--- src/rtl/frame_uart_streamer_pkg.sv ---
// Shared constants and FSM state type for the frame UART streamer.
// FRAME_UART_STREAMER_LINE_HEADER_EN adds the HDR0/HDR1 states.
package cam_pkg;

  localparam logic [7:0] CMD_START_NARROW = 8'h53;
  localparam logic [7:0] CMD_START_WIDE   = 8'h57;
  localparam logic [7:0] CMD_ABORT        = 8'h58;
  localparam logic [7:0] LINE_SYNC        = 8'hA5;

  typedef enum logic [3:0] {
    IDLE,
    WAIT_LINE,
    FETCH,
    SEND_HI,
    SEND_LO,
    WAIT_TX,
    NEXT
`ifdef FRAME_UART_STREAMER_LINE_HEADER_EN
    ,
    HDR0,
    HDR1
`endif
  } state_e;

endpackage

--- src/rtl/frame_uart_streamer_if.sv ---
// Buffer, UART and status signals of the frame UART streamer.
// master = streamer side, slave = buffer/UART side.
interface frame_uart_streamer_if #(
  parameter int H     = 752,
  parameter int V     = 480,
  parameter int PIX_W = 10
);
  localparam int CW = $clog2(H);
  localparam int LW = $clog2(V);

  logic [7:0]       RX_DATA;
  logic             RX_READY;
  logic             LINE_READY;
  logic [PIX_W-1:0] BUF_DATA;
  logic [LW-1:0]    LINE_SEL;
  logic [CW-1:0]    COL_SEL;
  logic             RESET_READY_FLAG;
  logic [7:0]       TX_DATA;
  logic             TX_VALID;
  logic             TX_IDLE;
  logic             BUSY;
  logic             FRAME_DONE;

  modport master (
    input  RX_DATA, RX_READY, LINE_READY,
    input  BUF_DATA, TX_IDLE,
    output LINE_SEL, COL_SEL, RESET_READY_FLAG,
    output TX_DATA, TX_VALID, BUSY, FRAME_DONE
  );

  modport slave (
    output RX_DATA, RX_READY, LINE_READY,
    output BUF_DATA, TX_IDLE,
    input  LINE_SEL, COL_SEL, RESET_READY_FLAG,
    input  TX_DATA, TX_VALID, BUSY, FRAME_DONE
  );

endinterface

--- src/rtl/frame_uart_streamer_rx_cmd_decoder.sv ---
// RX_READY rising-edge detect and single-byte command decode.
// Emits registered one-cycle start/abort pulses.
import cam_pkg::*;

module rx_cmd_decoder (
  input  logic       clk_i,
  input  logic       rst_i,
  input  logic [7:0] rx_data_i,
  input  logic       rx_ready_i,
  output logic       start_narrow_o,
  output logic       start_wide_o,
  output logic       abort_o
);

  logic rdy_q;
  logic sn_q;
  logic sw_q;
  logic ab_q;
  logic rise;

  assign rise = rx_ready_i & ~rdy_q;

  always_ff @(posedge clk_i) begin
    if (rst_i) begin
      rdy_q <= 1'b0;
      sn_q  <= 1'b0;
      sw_q  <= 1'b0;
      ab_q  <= 1'b0;
    end else begin
      rdy_q <= rx_ready_i;
      sn_q  <= rise && (rx_data_i == CMD_START_NARROW);
      sw_q  <= rise && (rx_data_i == CMD_START_WIDE);
      ab_q  <= rise && (rx_data_i == CMD_ABORT);
    end
  end

  assign start_narrow_o = sn_q;
  assign start_wide_o   = sw_q;
  assign abort_o        = ab_q;

endmodule

--- src/rtl/frame_uart_streamer.sv ---
// Line-buffer to UART frame readout with decimation and wide mode.
// FRAME_UART_STREAMER_LINE_HEADER_EN: 0xA5 + line index per line.
import cam_pkg::*;

module frame_uart_streamer #(
  parameter int H        = 752,
  parameter int V        = 480,
  parameter int PIX_W    = 10,
  parameter int COL_STEP = 1,
  parameter int ROW_STEP = 1
) (
  input logic                  CLK,
  input logic                  RST,
  frame_uart_streamer_if.master bus
);

  localparam int CW = $clog2(H);
  localparam int LW = $clog2(V);

  localparam logic [CW:0] COL_INC = (CW+1)'(COL_STEP);
  localparam logic [CW:0] COL_LIM = (CW+1)'(H);
  localparam logic [LW:0] ROW_INC = (LW+1)'(ROW_STEP);
  localparam logic [LW:0] ROW_LIM = (LW+1)'(V);

  state_e        state_q, state_d;
  state_e        ret_q, ret_d;
  logic          wide_q, wide_d;
  logic [LW-1:0] line_q, line_d;
  logic [CW-1:0] col_q, col_d;
  logic [7:0]    tx_data_q, tx_data_d;
  logic          tx_valid_q, tx_valid_d;
  logic          rrf_q, rrf_d;
  logic          busy_q, busy_d;
  logic          done_q, done_d;

  logic start_n;
  logic start_w;
  logic abort;

  rx_cmd_decoder u_dec (
    .clk_i          (CLK),
    .rst_i          (RST),
    .rx_data_i      (bus.RX_DATA),
    .rx_ready_i     (bus.RX_READY),
    .start_narrow_o (start_n),
    .start_wide_o   (start_w),
    .abort_o        (abort)
  );

  logic [7:0] narrow_b;
  logic [7:0] hi_b;
  logic [7:0] lo_b;

  assign narrow_b = bus.BUF_DATA[PIX_W-1 -: 8];
  assign hi_b     = 8'(bus.BUF_DATA >> 8);
  assign lo_b     = bus.BUF_DATA[7:0];

  logic [CW:0] col_nxt;
  logic [LW:0] line_nxt;
  logic        col_wrap;
  logic        line_wrap;

  assign col_nxt   = {1'b0, col_q} + COL_INC;
  assign line_nxt  = {1'b0, line_q} + ROW_INC;
  assign col_wrap  = col_nxt >= COL_LIM;
  assign line_wrap = line_nxt >= ROW_LIM;

  always_comb begin
    state_d    = state_q;
    ret_d      = ret_q;
    wide_d     = wide_q;
    line_d     = line_q;
    col_d      = col_q;
    tx_data_d  = tx_data_q;
    tx_valid_d = 1'b0;
    rrf_d      = 1'b0;
    done_d     = 1'b0;

    unique case (state_q)
      IDLE: begin
        if (start_n || start_w) begin
          state_d = WAIT_LINE;
          wide_d  = start_w;
        end
      end
      WAIT_LINE: begin
        // skip the cycle the clear pulse is out: the flag may be stale
        if (bus.LINE_READY && !rrf_q) begin
`ifdef FRAME_UART_STREAMER_LINE_HEADER_EN
          state_d = HDR0;
`else
          state_d = FETCH;
`endif
        end
      end
`ifdef FRAME_UART_STREAMER_LINE_HEADER_EN
      HDR0: begin
        if (bus.TX_IDLE) begin
          tx_valid_d = 1'b1;
          tx_data_d  = LINE_SYNC;
          ret_d      = HDR1;
          state_d    = WAIT_TX;
        end
      end
      HDR1: begin
        if (bus.TX_IDLE) begin
          tx_valid_d = 1'b1;
          tx_data_d  = 8'(line_q);
          ret_d      = FETCH;
          state_d    = WAIT_TX;
        end
      end
`endif
      FETCH: begin
        state_d = SEND_HI;
      end
      SEND_HI: begin
        if (bus.TX_IDLE) begin
          tx_valid_d = 1'b1;
          tx_data_d  = wide_q ? hi_b : narrow_b;
          ret_d      = wide_q ? SEND_LO : NEXT;
          state_d    = WAIT_TX;
        end
      end
      SEND_LO: begin
        if (bus.TX_IDLE) begin
          tx_valid_d = 1'b1;
          tx_data_d  = lo_b;
          ret_d      = NEXT;
          state_d    = WAIT_TX;
        end
      end
      WAIT_TX: begin
        // TX_IDLE lags the strobe by one cycle
        if (!tx_valid_q && bus.TX_IDLE) begin
          state_d = ret_q;
        end
      end
      NEXT: begin
        if (!col_wrap) begin
          col_d   = col_nxt[CW-1:0];
          state_d = FETCH;
        end else begin
          col_d = '0;
          if (!line_wrap) begin
            line_d  = line_nxt[LW-1:0];
            rrf_d   = 1'b1;
            state_d = WAIT_LINE;
          end else begin
            done_d  = 1'b1;
            state_d = IDLE;
          end
        end
      end
      default: begin
        state_d = IDLE;
      end
    endcase

    if (abort && (state_q != IDLE)) begin
      state_d    = IDLE;
      tx_valid_d = 1'b0;
      done_d     = 1'b0;
    end

    if (state_d == IDLE) begin
      line_d = '0;
      col_d  = '0;
      rrf_d  = 1'b1;
    end

    busy_d = (state_d != IDLE) || done_d;
  end

  always_ff @(posedge CLK) begin
    if (RST) begin
      state_q    <= IDLE;
      ret_q      <= IDLE;
      wide_q     <= 1'b0;
      line_q     <= '0;
      col_q      <= '0;
      tx_data_q  <= 8'h00;
      tx_valid_q <= 1'b0;
      rrf_q      <= 1'b1;
      busy_q     <= 1'b0;
      done_q     <= 1'b0;
    end else begin
      state_q    <= state_d;
      ret_q      <= ret_d;
      wide_q     <= wide_d;
      line_q     <= line_d;
      col_q      <= col_d;
      tx_data_q  <= tx_data_d;
      tx_valid_q <= tx_valid_d;
      rrf_q      <= rrf_d;
      busy_q     <= busy_d;
      done_q     <= done_d;
    end
  end

  assign bus.LINE_SEL         = line_q;
  assign bus.COL_SEL          = col_q;
  assign bus.RESET_READY_FLAG = rrf_q;
  assign bus.TX_DATA          = tx_data_q;
  assign bus.TX_VALID         = tx_valid_q;
  assign bus.BUSY             = busy_q;
  assign bus.FRAME_DONE       = done_q;

endmodule

--- src/flat_wrapper.sv ---
// flat-port wrapper written by rule: the top's interface ports become plain ports
module frame_uart_streamer_flat 
#(
  parameter int H        = 752,
  parameter int V        = 480,
  parameter int PIX_W    = 10,
  parameter int COL_STEP = 1,
  parameter int ROW_STEP = 1
)
  (CLK, RST, bus_RX_DATA, bus_RX_READY, bus_LINE_READY, bus_BUF_DATA, bus_TX_IDLE, bus_LINE_SEL, bus_COL_SEL, bus_RESET_READY_FLAG, bus_TX_DATA, bus_TX_VALID, bus_BUSY, bus_FRAME_DONE);
  frame_uart_streamer_if #(.H(H), .V(V), .PIX_W(PIX_W)) bus_i ();
  input logic CLK;
  input logic RST;
  input wire logic [$bits(bus_i.RX_DATA)-1:0] bus_RX_DATA;
  input wire logic [$bits(bus_i.RX_READY)-1:0] bus_RX_READY;
  input wire logic [$bits(bus_i.LINE_READY)-1:0] bus_LINE_READY;
  input wire logic [$bits(bus_i.BUF_DATA)-1:0] bus_BUF_DATA;
  input wire logic [$bits(bus_i.TX_IDLE)-1:0] bus_TX_IDLE;
  output wire logic [$bits(bus_i.LINE_SEL)-1:0] bus_LINE_SEL;
  output wire logic [$bits(bus_i.COL_SEL)-1:0] bus_COL_SEL;
  output wire logic [$bits(bus_i.RESET_READY_FLAG)-1:0] bus_RESET_READY_FLAG;
  output wire logic [$bits(bus_i.TX_DATA)-1:0] bus_TX_DATA;
  output wire logic [$bits(bus_i.TX_VALID)-1:0] bus_TX_VALID;
  output wire logic [$bits(bus_i.BUSY)-1:0] bus_BUSY;
  output wire logic [$bits(bus_i.FRAME_DONE)-1:0] bus_FRAME_DONE;
  assign bus_i.RX_DATA = bus_RX_DATA;
  assign bus_i.RX_READY = bus_RX_READY;
  assign bus_i.LINE_READY = bus_LINE_READY;
  assign bus_i.BUF_DATA = bus_BUF_DATA;
  assign bus_i.TX_IDLE = bus_TX_IDLE;
  assign bus_LINE_SEL = bus_i.LINE_SEL;
  assign bus_COL_SEL = bus_i.COL_SEL;
  assign bus_RESET_READY_FLAG = bus_i.RESET_READY_FLAG;
  assign bus_TX_DATA = bus_i.TX_DATA;
  assign bus_TX_VALID = bus_i.TX_VALID;
  assign bus_BUSY = bus_i.BUSY;
  assign bus_FRAME_DONE = bus_i.FRAME_DONE;
  frame_uart_streamer #(.H(H), .V(V), .PIX_W(PIX_W), .COL_STEP(COL_STEP), .ROW_STEP(ROW_STEP)) u_core (.CLK(CLK), .RST(RST), .bus(bus_i));
endmodule
--- config.mk ---
export PLATFORM = sky130hd
export DESIGN_NAME = frame_uart_streamer_flat
export DESIGN_NICKNAME = d
export VERILOG_FILES = /design/src/rtl/frame_uart_streamer_pkg.sv /design/src/rtl/frame_uart_streamer_if.sv /design/src/rtl/frame_uart_streamer_rx_cmd_decoder.sv /design/src/rtl/frame_uart_streamer.sv /design/src/flat_wrapper.sv
export SDC_FILE = /design/constraint.sdc
export NUM_CORES = 1
export LEC_CHECK = 0
export ABC_CLOCK_PERIOD_IN_PS = 2860
export CAP_MARGIN = 20
export CORE_MARGIN = 1
export CORE_UTILIZATION = 35
export DETAILED_ROUTE_END_ITERATION = 8
export HOLD_SLACK_MARGIN = 0.06
export REMOVE_ABC_BUFFERS = 1
export SETUP_SLACK_MARGIN = 0.1
export SLEW_MARGIN = 30
export SYNTH_ARGS = -nofsm -noshare
export SYNTH_HDL_FRONTEND = slang
export SYNTH_SLANG_ARGS = --single-unit
export TNS_END_PERCENT = 20
--- constraint.sdc ---
create_clock -name CLK -period 2.86 [get_ports CLK]
set_clock_uncertainty 0.2 [all_clocks]
set_input_delay 0.286 -clock CLK [delete_from_list [all_inputs] [get_ports CLK]]
set_output_delay 0.286 -clock CLK [all_outputs]
set_load 0.03 [all_outputs]
# == Word-level counts from Yosys, hierarchy flattened ==
# Cells that the tools add are included.
# op_classes
n_bitwise,4
mux,25
magnitude_cmp,2
reduce_logical,21
eq_ne,11
n_addsub,2
# op_table
op,count
4-bit 2-to-1 mux,8
"8-bit by 7-bit == test with 1-bit output, second input constant",3
8-bit 2-to-1 mux,3
4-bit one-hot mux with 6 select lines,1
8-bit one-hot mux with 2 select lines,1
"4-bit by 3-bit == test with 1-bit output, second input constant",3
"10-bit by 1-bit adder with 11-bit output, second input constant",1
"11-bit by 10-bit greater-or-equal comparator with 1-bit output, second input constant",1
"9-bit by 1-bit adder with 10-bit output, second input constant",1
"10-bit by 9-bit greater-or-equal comparator with 1-bit output, second input constant",1
10-bit 2-to-1 mux,1
1-bit 2-to-1 mux,9
"4-bit by 2-bit == test with 1-bit output, second input constant",2
4-bit logical NOT,2
4-bit one-hot mux with 2 select lines,1
4-bit nonzero test,2
1-bit logical AND,6
3-bit AND reduction,2
"4-bit by 1-bit == test with 1-bit output, second input constant",1
"2-bit inequality test, second input constant",2
2-bit OR reduction,2
1-bit NOT,3
3-bit OR reduction,1
1-bit logical NOT,2
other kinds (5),6
# totals
input_bits,23
word_cells,79
output_inout_bits,31
register_bits,44

# == Logic depth before layout (Yosys ltp) ==
# Gate-level depths: netlist of the first run.
# depth
word_depth,8
ltp_mapped,8
depth_no_buf,7

# == Hierarchy ==
# Synthesis of the first run repeated with hierarchy kept, for this count alone.
# hier_totals
hier_cells,314
hier_area_um2,2463.6
# by_module_without_submodules
mod,cells_per_inst,area_each_um2,n_inst,seq_area_each_um2
frame_uart_streamer,301,2309.7,1,760.7
rx_cmd_decoder,13,153.9,1,80.1

# == Worst setup path after synthesis of the first run ==
# OpenSTA, ideal clock, no wires.
# synth_path
kind,reg-to-reg
from,reg u_core.col_q[2] (netlist: u_core.bus.COL_SEL[2])
to,reg u_core.rrf_q (netlist: u_core.bus.RESET_READY_FLAG)
t_required_ps,2533
path_stages_with_launch,7
path_slack_ps,132
arrival_time_ps,2402
setup_time_ps,127
n_path_buf,0
synth_period_minus_slack_ps,2728
path_cell_list,dfxtp_1 > nand4_1 > o31a_1 > a211o_4 > a211oi_4 > nor4bb_2 > or3_1
# synth_between
elab_chain_len,7
word_cells_on_any_way,9
cone_classes,add/sub (1); order compare (1); mux (5); reduce/logical (2)
# synth_rtl
element,line_no,rtl
start: declaration,frame_uart_streamer.sv:29,"logic [CW-1:0] col_q, col_d;"
start signal: assignment,frame_uart_streamer.sv:192,col_q <= col_d;
10-bit by 1-bit adder with 11-bit output *,frame_uart_streamer.sv:63,"assign col_nxt = {1'b0, col_q} + COL_INC;"
11-bit by 10-bit greater-or-equal comparator with 1-bit output *,frame_uart_streamer.sv:65,assign col_wrap = col_nxt >= COL_LIM;
4-bit 2-to-1 mux,frame_uart_streamer.sv:140,if (!col_wrap) begin
4-bit one-hot mux with 6 select lines,frame_uart_streamer.sv:79,unique case (state_q)
4-bit 2-to-1 mux,frame_uart_streamer.sv:160,if (abort && (state_q != IDLE)) begin
4-bit logical NOT,frame_uart_streamer.sv:166,if (state_d == IDLE) begin
2-bit OR reduction (no line),-,
end signal: assignment,frame_uart_streamer.sv:195,rrf_q <= rrf_d;
end: declaration,frame_uart_streamer.sv:32,"logic rrf_q, rrf_d;"
# Every way passes the cells marked *; elsewhere a longest branch is shown, timed or not.
# A chain may end at the register's enable or synchronous reset.

# == Worst setup path in the final report of the first run ==
# layout_path
from,reg u_core.col_q[0] (netlist: u_core.bus.COL_SEL[0])
to,reg u_core.line_q[5] (netlist: u_core.bus.LINE_SEL[5])
# layout_between
elab_chain_len,7
word_cells_on_any_way,8
cone_classes,add/sub (1); order compare (1); mux (3); reduce/logical (3)
# layout_rtl
element,line_no,rtl
10-bit by 1-bit adder with 11-bit output *,frame_uart_streamer.sv:63,
11-bit by 10-bit greater-or-equal comparator with 1-bit output *,frame_uart_streamer.sv:65,
4-bit 2-to-1 mux,frame_uart_streamer.sv:140,
4-bit one-hot mux with 6 select lines,frame_uart_streamer.sv:79,
4-bit 2-to-1 mux,frame_uart_streamer.sv:160,
4-bit logical NOT,frame_uart_streamer.sv:166,
2-bit OR reduction (no line),-,
end signal: assignment,frame_uart_streamer.sv:191,line_q <= line_d;
end: declaration,frame_uart_streamer.sv:28,"logic [LW-1:0] line_q, line_d;"
# Marked as above.

==> qor.yml, run 1 <==
num_vias: 2131
drt_iter0_drc: 92
slew_headroom_pct: 59.46
clk_path_buf_depth: 2
antenna_found_initial: 0
synth_flop_cell: "dfxtp_1"
p_leak_nw: 0.9571
multi_input_area_mm2: 0.001324
drt-total-wl_mm: 5.386
hold_violations: 0
die-area_mm2: 0.006708
fin_crit_ns: 2.577
grt_max_degree: 24
period_share_pct: 90.11
drcViolationCount: 0
ff2ff_setup_slack_ns: 0.28
core_mm2: 0.006026
antenna_cells: 0
cap_violations: 0
r2r-start: "u_core.bus.COL_SEL[0]"
tritoncts: "yes"
reg2regPathDepth: 6
cts-root-buf: "clkbuf_8"
dr.pass1.iters: 4
max_freq_mhz: 388.0
clk_latency_ns: 0.29
ir_worst_vdd_mv: 0.2922
die_x_um: 81.91
htreeDepth: 2
timing.rr.end: "u_core.bus.LINE_SEL[5]"
yosys-top-cells-area: "dfxtp_1 (38%), a211oi_1 (4.4%), nor2_1 (4.2%), a21oi_1 (3.8%), xnor2_1 (3.5%)"
cts.sinks: 42
synth_seq_cells: 42
ant_nets: 0
avgSynthCellArea_um2: 8.763
via_per_inst: 5.395
synth_cell_types: 56
yosysTopAreaCell: "dfxtp_1"
grt_first_pass_wirelength_mm: 9.039
die-height_um: 81.91
grt_setup_unrepaired: "yes"
syn_inst: 255
setup_viol_count_final: 0
worstSetupStartpointType: "flop"
hold_end: "u_core.ret_q[2]"
numCtsBuffers: 5
dp_cells: 385
hpwl_mm: 3.833
tns_ns: 0
final_cell_mix: "clkdlybuf4s50_1 (53), dfxtp_1 (42), nor2_1 (25)"
core.rowCount: 28
regArea_um2: 840.8
ios: 54
wl_per_cell_um: 13.64
fillers: 610
slew_viol_final: 0
cp.arrival_ns: 2.54
io_buffers: 53
routabilityCongestion: 0.8611
synth_edf_count: 0
critical_path_class: "reg2reg"
hp-class: "reg2reg"
finalCoreUtilization_pct: 50.87
yosysTopAreaCellShare_pct: 37.63
mostFrequentLayoutCell: "clkdlybuf4s50_1"
seq_area_frac_synth_pct: 37.63
worst-path-max-fanout: 8
holdPathStages: 2
grt-ovfl-total: 0
grtUsageTotal_pct: 17.35
area_growth_pct: 37.18
tightest_slew_ns: 0.5928
start_util_pct: 37.08
end_kind: "flop"
crit_required_ns: 2.82
status: "complete, no violations"
finish.net_count: 345
fin_cells: 395
grt_pass1_vias: 1952
synth_area_mm2: 0.002235
power_density_mw_per_mm2: 362.2
async_flop_share_pct: 0
ys_warn_count: 0
min-delay-start: "u_core.ret_q[2]"
clk_pin_slew_ns: 0.08
drive_above_1_share_pct: 11.88
-- metrics by stage --
step / worst slack (ns) / total power, W / hold slack (ns) / area, um2
floorplan: -0.6233 / 0.0006182 / 0.1581 / 2177
global placement: 0.3112 / 0.0006598 / 0.2795 / 2935
global route: 0.04621 / 0.001154 / 0.3343 / 3065
detailed placement: 0.3109 / 0.0006601 / 0.2882 / 2935
finish: 0.2828 / 0.001110 / 0.2880 / 3065
CTS: 0.2385 / 0.001123 / 0.3047 / 3042
-- worst max-delay path by stage --
| stage | cells after the start | endpoint | start | slack (ns) |
|---|---|---|---|---|
| detailed placement | 8 | u_core.bus.COL_SEL[1] | u_core.bus.COL_SEL[0] | 0.31 |
| global route | 6 | u_core.bus.LINE_SEL[5] | u_core.bus.COL_SEL[0] | 0.05 |
| CTS | 8 | u_core.bus.COL_SEL[1] | u_core.bus.COL_SEL[0] | 0.24 |
| global placement | 6 | u_core.bus.LINE_SEL[5] | u_core.state_q[2] | 0.31 |
| floorplan | 7 | u_core.bus.RESET_READY_FLAG | u_core.bus.COL_SEL[0] | -0.62 |
| finish | 6 | u_core.bus.LINE_SEL[5] | u_core.bus.COL_SEL[0] | 0.28 |
-- repair_timing --
action,CTS,global route
endpoints found under the setup margin,0,20
hold endpoints to repair,0,0
hold buffers,0,0
setup buffers,0,2
resized for setup,0,2
-- sequential cells by signal, summed over array words and instances, names as in the netlist --
name and cells:
u_core.bus.BUSY 1, u_core.bus.COL_SEL 10, u_core.bus.FRAME_DONE 1, u_core.bus.LINE_SEL 9, u_core.bus.RESET_READY_FLAG 1, u_core.bus.TX_DATA 8, u_core.bus.TX_VALID 1, u_core.ret_q 2
u_core.state_q 4, u_core.u_dec.abort_o 1, u_core.u_dec.rdy_q 1, u_core.u_dec.start_narrow_o 1, u_core.u_dec.start_wide_o 1, u_core.wide_q 1
-- cells in the mapped netlist, types with 2 or more instances --
cell type,count
or2_2,2
mux2i_1,5
nor4b_1,2
xnor2_1,9
dfxtp_1,42
nor3b_1,8
a31oi_1,2
a2111oi_0,5
a311oi_1,2
nor2_1,25
nor4_1,6
nand4_1,3
nor3_1,14
a22oi_1,4
nand3b_1,2
and2_1,4
ha_1,3
o21ai_0,7
nand2_1,10
clkbuf_1,11
a21oi_1,17
nand3_1,9
and3_1,2
nor4_2,3
and4_1,2
inv_1,7
a211oi_1,13
nand2b_1,4
nor2b_1,3
o21bai_1,2
nand4b_1,2
-- where the power goes --
group / switching [W] / internal, W
clock network: 0.000203 / 0.000261
logic: 0.0000224 / 0.0000355
registers: 0.00000217 / 0.000586
total: 0.000228 / 0.000883
-- logic make-up after synthesis --
kind of cell,count (synthesis),share of synthesized area [%]
and+or+nand+nor,108,28.61
AOI/OAI and AO/OA,66,22.23
DFF,42,37.63
buffers and inverters,21,3.919
xor gates and xnor gates,9,3.528
muxes,5,2.240
adders and majority gates,3,1.680
other,1,0.1678
-- worst max-delay path, cell delays in order (launching register included) --
cell and delay [ns]:
dfxtp_1 0.44, nand4_1 0.24, o31a_1 0.39, a211o_4 0.37, a2111oi_0 0.58, xnor2_1 0.18, nor3_1 0.05
-- cell type report --
class	count	share of cell area, %
Tap cell	75	3.061
Timing Repair Buffer	70	21.88
Inverter	8	0.9796
Multi-Input combinational cell	192	43.18
Clock buffer	7	2.490
Sequential cell	42	27.43
Clock inverter	1	0.9796
-- routing by layer --
metal / up-vias / GRT usage (%) / wire length, um
li1: 1089 / - / -
met5: - / 0 / 0
met2: 66 / 27.77 / 2379
met3: 8 / 4.778 / 317
met4: 0 / 4.737 / 78
met1: 968 / 22.68 / 2611
Note: power is estimated with default switching activity, not from simulation.
==> run 2: changes to the inputs <==
- CAP_MARGIN: 20 -> unset
- CORE_MARGIN: 1 -> 2
==> qor.yml, run 2 (synthesis results as in run 1) <==
status: "complete, no violations"
seq_power_share_pct: 55.8  # +2.9 points
slew_headroom_pct: 61.18  # +1.7 points
ant_nets: 0  # unchanged
switchingPower_w: 0.0002384  # +4.6%
routabilityCongestion: 0.8041  # -6.6%
slew_viol_final: 0  # unchanged
period_share_pct: 90.83  # +0.72 points
antenna_found_initial: 0  # unchanged
tritoncts: "yes"
worstSetupStartpointType: "flop"
p_int_w: 0.0008154  # -7.6%
finalPower_w: 0.001054  # -5.1%
tightest_slew_ns: 0.5676  # -0.02522 ns
grt_setup_unrepaired: "yes"
wl_per_cell_um: 13.67  # +0.22%
place_ws_ns: 0.2145  # -0.09636 ns
die-height_um: 83.91  # +2.4%
worst_slack_ns: 0.2623  # -0.02053 ns
hold_ws_ns: 0.2901  # +0.002015 ns
hold_buffers: 0  # unchanged
p_sw_share_pct: 22.62  # +2.1 points
num_vias: 2155  # +1.1%
critical_path_class: "reg2reg"
power_density_mw_per_mm2: 346.5  # -4.4%
hp-class: "reg2reg"
clk_latency_ns: 0.29  # about the same
die_x_um: 83.91  # +2.4%
placed_cell_area_mm2: 0.002910  # -0.85%
cts-root-buf: "clkbuf_8"
grtUsageTotal_pct: 15.47  # -1.9 points
hold_violations: 0  # unchanged
numCtsBuffers: 5  # unchanged
worst-path-max-fanout: 12  # +4
die-area_mm2: 0.007040  # +4.9%
p_comb_share_pct: 5.4  # +0.2 points
setup_viol_count_final: 0  # unchanged
core.rowCount: 29  # +3.6%
area_growth_pct: 36.11
via_per_inst: 5.456  # +1.1%
htreeDepth: 2  # unchanged
crit_required_ns: 2.83  # about the same
end_kind: "flop"
drcViolationCount: 0  # unchanged
start_util_pct: 35.60  # -1.5 points
core_mm2: 0.006277  # +4.2%
max_freq_mhz: 385.0  # -0.79%
clk_pin_slew_ns: 0.09  # about the same
largest_register_ff_count: 10  # unchanged
drt_iter0_drc: 61  # -34%
drt-total-wl_mm: 5.398  # +0.22%
fin_crit_ns: 2.598  # +0.02053 ns
ir_worst_vdd_mv: 0.2463  # -16%
p_leak_nw: 0.9367  # -2.1%
cap_violations: 0  # unchanged
drive_above_1_share_pct: 12.58  # +0.70 points
mostFrequentLayoutCell: "clkdlybuf4s50_1"
final_area_mm2: 0.003042  # -0.78%
grt_pass1_vias: 1960  # +0.41%
clkPwrFrac_pct: 38.8  # -3.1 points
dr.pass1.iters: 4  # unchanged
io_buffers: 53  # unchanged
finish.net_count: 343  # -0.58%
grt_max_degree: 24  # unchanged
cts.sinks: 42  # unchanged
ios: 54  # unchanged
tns_ns: 0  # unchanged
hpwl_mm: 3.903  # +1.8%
final_cell_mix: "clkdlybuf4s50_1 (53), dfxtp_1 (41), nor2_1 (25)"
grt_first_pass_wirelength_mm: 8.942  # -1.1%
clk_path_buf_depth: 2  # unchanged
grt-ovfl-total: 0  # unchanged
antenna_cells: 0  # unchanged
cp.arrival_ns: 2.56  # +0.02 ns
[run 2: area by class of cell]
type	instances	area, um2
Timing Repair Buffer	68	646.9
Tap cell	77	96.34
Clock inverter	2	12.51
Inverter	8	30.03
Sequential cell	42	842.1
Multi-Input combinational cell	192	1331
Fill cell	629	3236
Clock buffer	6	82.58
[run 2: repair_timing]
item                                    4_1_cts  5_1_grt
gates resized for setup                       0        6
endpoints found under the setup margin        0       21
buffers inserted                              0        2
[run 2: layer usage]
| layer | vias up | wire [um] | GRT usage, % |
|---|---|---|---|
| met2 | 69 | 2509 | 24.73 |
| met4 | 0 | 66 | 4.839 |
| li1 | 1083 | - | - |
| met1 | 998 | 2434 | 19.28 |
| met5 | - | 0 | 0 |
| met3 | 5 | 387 | 5.836 |
[run 2: critical path, cell delays in order, from the launching register on]
cell	delay, ns
dfxtp_1	0.52
or4b_4	0.60
a211o_4	0.35
a2111oi_0	0.56
xnor2_1	0.18
nor3_1	0.06
[run 2: power by group through the flow]
stage,logic (W),registers [W],clock network (W)
floorplan,0.0000172,0.000601,0
global placement,0.0000579,0.000602,0
detailed placement,0.0000579,0.000602,0
CTS,0.0000580,0.000588,0.000423
global route,0.0000626,0.000588,0.000459
finish,0.0000573,0.000588,0.000409
[run 2: metrics by stage]
step	std cells	utilization [%]
6_report	395	48.46
5_1_grt	395	48.46
4_1_cts	393	47.88
3_5_place_dp	385	46.36
3_3_place_gp	385	46.36
2_1_floorplan	242	-
[run 2: worst paths after layout]
check                    startpoint                endpoint  slack (ns)  cells past startpoint
setup / recovery  u_core.state_q[1]  u_core.bus.LINE_SEL[4]        0.26                      5
hold / removal      u_core.ret_q[2]         u_core.ret_q[2]        0.29                      2
setup reg to reg  u_core.state_q[1]  u_core.bus.LINE_SEL[4]        0.26                      5
hold reg to reg     u_core.ret_q[2]         u_core.ret_q[2]        0.29                      2
==> run 3: changes to the inputs <==
- CAP_MARGIN: unset -> 25
==> results of run 3 <==
Same layout as run 2: the final DEF is identical, and so are final timing and power.
